[config.mk]
export PLATFORM = sky130hd
export DESIGN_NAME = fetch_stage
export DESIGN_NICKNAME = d
export VERILOG_FILES = /design/src/rtl/mipspkgf.sv /design/src/rtl/fetch_skid_buf.sv /design/src/rtl/fetch_stage.sv
export SDC_FILE = /design/constraint.sdc
export NUM_CORES = 1
export LEC_CHECK = 0
export CAP_MARGIN = 20
export CORE_ASPECT_RATIO = 0.8
export CORE_MARGIN = 2
export CORE_UTILIZATION = 35
export DETAILED_ROUTE_END_ITERATION = 6
export PLACE_DENSITY = 0.57
export SLEW_MARGIN = 10
export SYNTH_ARGS = -nofsm -noshare
export SYNTH_HDL_FRONTEND = slang
export SYNTH_SLANG_ARGS = --single-unit
[constraint.sdc]
create_clock -name clk -period 6.9 [get_ports clk]
set_input_delay 1.725 -clock clk [delete_from_list [all_inputs] [get_ports clk]]
set_output_delay 1.725 -clock clk [all_outputs]
set_load 0.05 [all_outputs]
[src/rtl/mipspkgf.sv]
// mipspkgf: shared fetch types, opcode constants and helpers.
package mipspkgf;
    localparam logic [5:0] OP_RTYPE = 6'd0;
    localparam logic [5:0] OP_ADDI  = 6'd8;
    localparam logic [5:0] OP_HALT  = 6'd17;

    typedef struct packed {
        logic [31:0] pc;
        logic [31:0] instr;
    } if_entry_t;

    typedef enum logic [1:0] {S_RESET, S_FETCH, S_HALT_WAIT, S_HALTED} fetch_state_t;

    function automatic logic is_halt(input logic [31:0] instr);
        return instr[31:26] == OP_HALT;
    endfunction
endpackage

[src/rtl/fetch_skid_buf.sv]
// fetch_skid_buf: 2-entry in-order {pc, instr} FIFO with push/pop/flush and count.
module fetch_skid_buf
    import mipspkgf::*;
(
    input  logic       clk,
    input  logic       rst_n,
    input  logic       push,
    input  logic       pop,
    input  logic       flush,
    input  if_entry_t  din,
    output if_entry_t  head,
    output logic [1:0] count
);
    if_entry_t e0, e1;
    logic pop_ok;
    logic [1:0] slot;

    assign pop_ok = pop && count != 2'd0;
    assign slot   = count - {1'b0, pop_ok};
    assign head   = e0;

    always_ff @(posedge clk or negedge rst_n) begin
        if (!rst_n) begin
            e0    <= '0;
            e1    <= '0;
            count <= '0;
        end else if (flush) begin
            count <= '0;
        end else begin
            if (pop_ok) e0 <= e1;
            if (push && slot == 2'd0) e0 <= din;
            if (push && slot != 2'd0) e1 <= din;
            count <= slot + {1'b0, push};
        end
    end
endmodule

[src/rtl/fetch_stage.sv]
// fetch_stage: instruction fetch with 2-entry skid buffer, redirect and HALT handling.
// Optional FETCH_STATS_EN adds saturating fetch_cnt/stall_cnt outputs.
module fetch_stage
    import mipspkgf::*;
#(
    parameter logic [31:0] RESET_PC  = 32'h0,
    parameter int          MEM_BYTES = 4096,
    localparam int         AW        = $clog2(MEM_BYTES)
) (
    input  logic          clk,
    input  logic          rst_n,
    output logic          imem_req,
    output logic [AW-1:0] imem_addr,
    input  logic [31:0]   imem_rdata,
    output logic          if_valid,
    output logic [31:0]   if_instr,
    output logic [31:0]   if_pc,
    input  logic          id_ready,
    input  logic          br_taken,
    input  logic [31:0]   br_target,
`ifdef FETCH_STATS_EN
    output logic [31:0]   fetch_cnt,
    output logic [31:0]   stall_cnt,
`endif
    output logic          halted
);
    fetch_state_t state, state_nx;
    logic [31:0] pc, inflight_pc, fetch_pc;
    logic inflight, redirect, push, pop;
    logic [1:0] count;
    logic [2:0] occ;
    if_entry_t head;

    assign redirect  = br_taken && (state == S_FETCH || state == S_HALT_WAIT);
    assign if_valid  = count != 2'd0 && state != S_HALTED;
    assign pop       = if_valid && id_ready;
    assign push      = inflight && state == S_FETCH && !redirect;
    assign fetch_pc  = redirect ? (br_target & ~32'h3) : pc;
    // a same-cycle pop frees a slot, which keeps steady-state throughput at one per cycle
    assign occ       = {1'b0, count} + {2'b0, inflight} - {2'b0, pop};
    assign imem_req  = redirect || (state == S_FETCH && occ < 3'd2);
    assign imem_addr = fetch_pc[AW-1:0] & ~AW'(3);
    assign if_instr  = head.instr;
    assign if_pc     = head.pc;
    assign halted    = state == S_HALTED;

    fetch_skid_buf u_buf (
        .clk   (clk),
        .rst_n (rst_n),
        .push  (push),
        .pop   (pop),
        .flush (redirect),
        .din   ('{pc: inflight_pc, instr: imem_rdata}),
        .head  (head),
        .count (count)
    );

    always_comb begin
        state_nx = state;
        state_nx = state == S_RESET ? S_FETCH :
                   state == S_FETCH && push && is_halt(imem_rdata) ? S_HALT_WAIT :
                   state == S_HALT_WAIT && redirect ? S_FETCH :
                   state == S_HALT_WAIT && pop && is_halt(head.instr) ? S_HALTED : state;
    end

    always_ff @(posedge clk or negedge rst_n) begin
        if (!rst_n) begin
            state       <= S_RESET;
            pc          <= RESET_PC;
            inflight    <= 1'b0;
            inflight_pc <= '0;
        end else begin
            state    <= state_nx;
            inflight <= imem_req;
            if (imem_req) begin
                pc          <= fetch_pc + 32'd4;
                inflight_pc <= fetch_pc;
            end
        end
    end

`ifdef FETCH_STATS_EN
    always_ff @(posedge clk or negedge rst_n) begin
        if (!rst_n) begin
            fetch_cnt <= '0;
            stall_cnt <= '0;
        end else begin
            if (pop && fetch_cnt != '1) fetch_cnt <= fetch_cnt + 32'd1;
            if (if_valid && !id_ready && stall_cnt != '1) stall_cnt <= stall_cnt + 32'd1;
        end
    end
`endif
endmodule

==> results.yml, run 1 <==
run_status:
  status: "complete, no violations"
detailed_routing:
  drc: 0
  wl_per_cell_um: 15.9
  num_vias: 6814
  wl_um: 21900
  detail_route.iter0.violations: 383
  firstDrtPassIters: 4
  drtAntennaViolNets: 0
  viasPerCell: 4.95
yosys:
  synth-xor-area-share_pct: 4.68
  synth.most_common_cell: "dfrtp_1"
  yosys_warnings: 0
  synth_top_area_cell: "dfrtp_1"
  synth-adder-area-share_pct: 1.28
  ys_seq_area_share_pct: 50.6
  synth-edff-count: 0
  netlist_instances: 896
  syn_area_um2: 9360
  postSynthAreaPerCell_um2: 10.4
  synth_seq_cells: 189
  synthTopCellsByCount: "dfrtp_1 (189), nor2_1 (117), nand2_1 (92)"
  yosysTopAreaCellShare_pct: 50.6
  synth.area.mux_share_pct: 16.7
  synth-compound-area-share_pct: 8.60
  ys_dominant_reg_cell: "dfrtp_1"
  synth_top_family_by_area: "multiplexers"
  synth-simple-area-share_pct: 14.0
  ys_types: 50
  async_flop_share_pct: 100
  netlist_top_cells_area: "dfrtp_1 (51%), mux2i_1 (8.7%), mux2_2 (8.1%)"
timing:
  post-route-period-util_pct: 84.9
  hold_viol: 0
  rsz0062_at_grt: "false"
  finalCriticalPeriod_ns: 5.86
  max_freq_ghz: 0.171
  drv_slew: 0
  fin_ws_ns: 1.04
  setup_tns_ns: 0
  hold_ws_ns: 0.507
  maxSlewHeadroom_pct: 33.1
  setup_violations: 0
  tightest_slew_ns: 1.00
  finClkSkew_ns: 0.00865
worst_setup_path:
  critPathCaptureType: "output port"
  worstPathMaxFanout: 5
  required_ns: 5.18
  r2r_cells: 8
  critPathArrivalTime_ns: 4.13
  start_kind: "primary input"
  path_class: "primary input to output port"
global_routing:
  grt.met1_usage_pct: 23.3
  track_usage_pct: 15.9
  grt_pass1_wl_um: 35400
  gr-usage-met2_pct: 23.9
  busiest_layer: "met2"
  antenna_found_initial: 0
  grt_max_degree: 89
  grt_pass1_vias: 6602
  grt_overflow: 0
  grt_util_met3_pct: 3.15
floorplanning:
  rows: 53
  die_w_um: 187
  die_y_um: 150
  core_area_um2: 26300
  io_pins: 147
  initial_core_util_pct: 35.6
  die_area_um2: 28100
clock_tree:
  clock_path_buffers: 2
  holdBufCountCts: 0
  clk_pin_slew_ns: 0.07
  numCtsBuffers: 17
  clk-insertion-delay-late_ns: 0.44
  cts_resized: 0
  clkSinkCount: 189
  ctsRootBufferMaster: "clkbuf_16"
  cts_tree: "built"
  post_cts_buffers: 0
  htree_levels: 4
power_and_ir_drop:
  pwr_density_cell_nw_per_um2: 551
  vdd_drop_max_v: 0.000323
  pwr-share-clk_pct: 15.6
  intPower_w: 0.00347
  pwr-share-comb_pct: 52.4
  swShare_pct: 45.7
  p_seq_share_pct: 32.0
  power.switching_w: 0.00293
  p_leak_nw: 5.01
cells_and_area:
  area_delta_synth_final_pct: 24.2
  fin_nets: 1083
  fin_util_pct: 44.2
  fill_cells: 2523
  diodes: 0
  layout-drive-gt1-share_pct: 12.9
placed_design:
  dpl_worst_slack_ns: 1.02
  gp_congestion: 0.796
  dp_hpwl_um: 14400
  io_buffers: 140
worst_hold_path:
  whs_path_depth: 1
  min_path_type: "flop to flop"
run:
  cap_violations: 0
cell families after synthesis:
logic type	Yosys count
AOI/OAI and AO/OA	136
xor gates and xnor gates	50
adders and majority gates	9
buffers and inverters	76
DFF	189
muxes	148
other	1
and+or+nand+nor	287
flip-flops by register name, indices dropped and copies added, names as in the netlist:
| signal | count |
|---|---|
| inflight | 1 |
| inflight_pc | 30 |
| pc | 30 |
| state | 2 |
| u_buf.count | 2 |
| u_buf.e1 | 62 |
| u_buf.head | 62 |
power groups by stage:
stage,registers [W],logic [W],clock network (W)
2_1_floorplan,0.00260,0.00189,0
3_3_place_gp,0.00206,0.00336,0
3_5_place_dp,0.00207,0.00339,0
4_1_cts,0.00205,0.00341,0.00102
5_1_grt,0.00212,0.00368,0.00106
6_report,0.00205,0.00336,0.000996
final timing paths:
kind,slack [ns],startpoint,endpoint
hold reg to reg,0.51,u_buf.e1[27],u_buf.e1[27]
max in group asynchronous,4.30,rst_n,u_buf.head[63]
setup reg to reg,2.93,state[0],u_buf.e1[4]
setup / recovery,1.04,id_ready,imem_req
hold / removal,0.51,u_buf.e1[27],u_buf.e1[27]
min in group asynchronous,1.32,rst_n,u_buf.head[57]
metal layers:
| layer | vias to the layer above | routed length [µm] |
|---|---|---|
| li1 | 3321 | - |
| met1 | 3332 | 11400 |
| met2 | 145 | 9460 |
| met3 | 16 | 818 |
| met4 | 0 | 195 |
| met5 | - | 0 |
area by class of cell:
type / count / area, µm² / area share (%)
clock buffer: 17 / 425 / 3.66
clock inverter: 15 / 170 / 1.46
inverter: 12 / 45.0 / 0.388
multi-input combinational: 634 / 4290 / 36.9
sequential: 189 / 4730 / 40.7
tap: 357 / 447 / 3.84
timing repair buffer: 152 / 1520 / 13.1
cell usage in the layout (no fill, tap or decap), types with 2 or more instances in the layout:
master             n
buf_4             11
and2_1             5
mux2_2            67
o21ai_0            9
xor2_1            28
inv_1             11
nand2_1           90
o21ai_1            6
nor3_1             8
buf_12             2
a21oi_1           86
clkbuf_16         17
ha_1               8
o211ai_1           2
clkdlybuf4s50_1  138
and3_1             8
clkinv_8           4
dfrtp_1          189
nand4_1           21
xnor2_1           22
a31oi_1           21
nor3_2             2
nor2_1           117
clkinv_4           4
nor4b_1            2
conb_1             4
mux2i_1           81
nand3_1           20
inv_6              2
o21ai_2            2
inv_8              4
and4_1             2
critical path: stages:
cell	delay (ns)
clkdlybuf4s50_1	0.47
and2_1	0.14
ha_1	0.22
nand2b_1	0.15
fa_1	0.38
xnor2_1	0.15
and3_1	0.21
nor2_1	0.31
clkinv_1	0.17
buf_4	0.22
stage by stage:
stage,total power (W),cell area [µm²],instances
2_1_floorplan,0.00449,9370,899
3_3_place_gp,0.00541,11000,1344
3_5_place_dp,0.00546,11000,1344
4_1_cts,0.00647,11600,1376
5_1_grt,0.00686,11600,1376
6_report,0.00640,11600,1376
No activity file was read; power rests on OpenSTA's default activity.
==> run 2: changes to the inputs <==
Settings changed: PLACE_DENSITY 0.57 to 0.59.
Clock period 6.9 ns to 4.8 ns, I/O delays scaled along.
==> run 2 against run 1 <==
Total power rose by 45%. Clock power rose by 39%. Global-route usage rose by 0.39 points. Die area did not move. Critical path type unchanged.
==> results.yml, run 2 (synthesis gave the netlist of run 1 again) <==
cells_and_area:
  final_cell_mix: "dfrtp_1 (189), clkdlybuf4s50_1 (128), nor2_1 (116)"
  fin_nets: 1090
  fin_cells: 1383
  design_area_um2: 11700
  diodes: 0
  final_common_cell: "dfrtp_1"
  layout-drive-gt1-share_pct: 14.5
  fill_cells: 2559
  fin_util_pct: 44.6
  area_delta_synth_final_pct: 25.1
floorplanning:
  initial_core_util_pct: 35.6
  core_area_um2: 26300
  die_y_um: 150
  rows: 53
  io_pins: 147
  die_area_um2: 28100
  die_w_um: 187
global_routing:
  track_usage_pct: 16.3
  grt_pass1_vias: 6790
  grt_max_degree: 110
  antenna_found_initial: 0
  grt_pass1_wl_um: 36100
  grt_overflow: 0
placed_design:
  dpl.cell_count: 1351
  io_buffers: 140
  placed_area_um2: 11100
  dp_hpwl_um: 15100
  gp_congestion: 0.842
detailed_routing:
  drtAntennaViolNets: 0
  viasPerCell: 5.01
  firstDrtPassIters: 5
  drc: 0
  num_vias: 6930
  wl_um: 22100
  detail_route.iter0.violations: 372
  wl_per_cell_um: 16.0
worst_setup_path:
  critPathCaptureType: "output port"
  path_class: "primary input to output port"
  worstPathMaxFanout: 2
  critPathArrivalTime_ns: 3.43
  worst_r2r_endpoint: "pc[17]"
  required_ns: 3.60
  start_kind: "primary input"
  r2r_cells: 13
  r2r_setup_slack_ns: 1.41
  r2r-start: "state[0]"
worst_hold_path:
  whs_path_depth: 1
  min_path_type: "flop to flop"
  holdPathEnd: "u_buf.e1[22]"
  holdCritStartpoint: "u_buf.e1[22]"
timing:
  drv_slew: 0
  post-route-period-util_pct: 96.4
  hold_viol: 0
  finClkSkew_ns: 0.0133
  setup_violations: 0
  setup_tns_ns: 0
  finalCriticalPeriod_ns: 4.63
  max_freq_ghz: 0.216
  tightest_slew_ns: 0.914
  maxSlewHeadroom_pct: 39.1
  hold_ws_ns: 0.508
  rsz0062_at_grt: "false"
clock_tree:
  htree_levels: 4
  numCtsBuffers: 17
  ctsRootBufferMaster: "clkbuf_16"
  post_cts_buffers: 0
  clock_path_buffers: 2
  cts_resized: 0
  holdBufCountCts: 0
  cts_tree: "built"
  clk_pin_slew_ns: 0.08
  clkSinkCount: 189
  clk-insertion-delay-late_ns: 0.43
run:
  cap_violations: 0
power_and_ir_drop:
  vdd_drop_max_v: 0.000597
  p_leak_nw: 5.08
  pwr_density_cell_nw_per_um2: 792
run_status:
  status: "complete, no violations"
## run 2: cell types whose count changed in the layout (fill, tap and decap cells not counted), moves of 2 or more
cell / previous run / this run
clkinv_2: 0 / 2
clkdlybuf4s50_1: 138 / 128
buf_12: 2 / 8
buf_4: 11 / 22
## run 2: area by class of cell
| cell class | instances | area, µm² | area share [%] |
|---|---|---|---|
| Clock buffer | 17 | 425 | 3.63 |
| Clock inverter | 15 | 153 | 1.30 |
| Inverter | 12 | 45.0 | 0.385 |
| Multi-Input combinational cell | 634 | 4290 | 36.6 |
| Sequential cell | 189 | 4730 | 40.4 |
| Tap cell | 357 | 447 | 3.82 |
| Timing Repair Buffer | 159 | 1620 | 13.8 |
## run 2: critical path: stages
cell             delay [ns]
clkdlybuf4s50_1        0.47
and2_1                 0.14
ha_1                   0.22
nand2b_1               0.15
fa_1                   0.39
xnor2_1                0.15
and3_1                 0.23
nor2_1                 0.14
clkinv_1               0.12
buf_4                  0.21
## run 2: per-stage QoR
stage / power (W) / setup WS [ns]
3_3_place_gp: 0.00787 / 0.192
5_1_grt: 0.00993 / 0.0409
4_1_cts: 0.00938 / 0.168
2_1_floorplan: 0.00646 / 0.166
3_5_place_dp: 0.00796 / 0.212
6_report: 0.00927 / 0.174
## run 2: worst max path at each step
| stage | start | endpoint | slack, ns | cells after the start |
|---|---|---|---|---|
| 3_3_place_gp | id_ready | imem_req | 0.19 | 10 |
| 5_1_grt | id_ready | imem_req | 0.04 | 10 |
| 3_5_place_dp | id_ready | imem_req | 0.21 | 10 |
| 4_1_cts | id_ready | imem_req | 0.17 | 10 |
| 6_report | id_ready | imem_req | 0.17 | 10 |
| 2_1_floorplan | state[0] | imem_req | 0.17 | 11 |
## run 2: per-layer routing
metal  routed length [µm]  global-route usage, %
met5                    0                      0
met4                  152                   4.05
met3                  964                   3.15
met2                 9770                   25.1
met1                11200                   23.6
## run 2: power breakdown
part / total (W) / switching [W] / internal [W]
sequential: 0.00294 / 0.000520 / 0.00242
clock: 0.00138 / 0.000691 / 0.000693
combinational: 0.00494 / 0.00300 / 0.00194
total: 0.00927 / 0.00422 / 0.00505
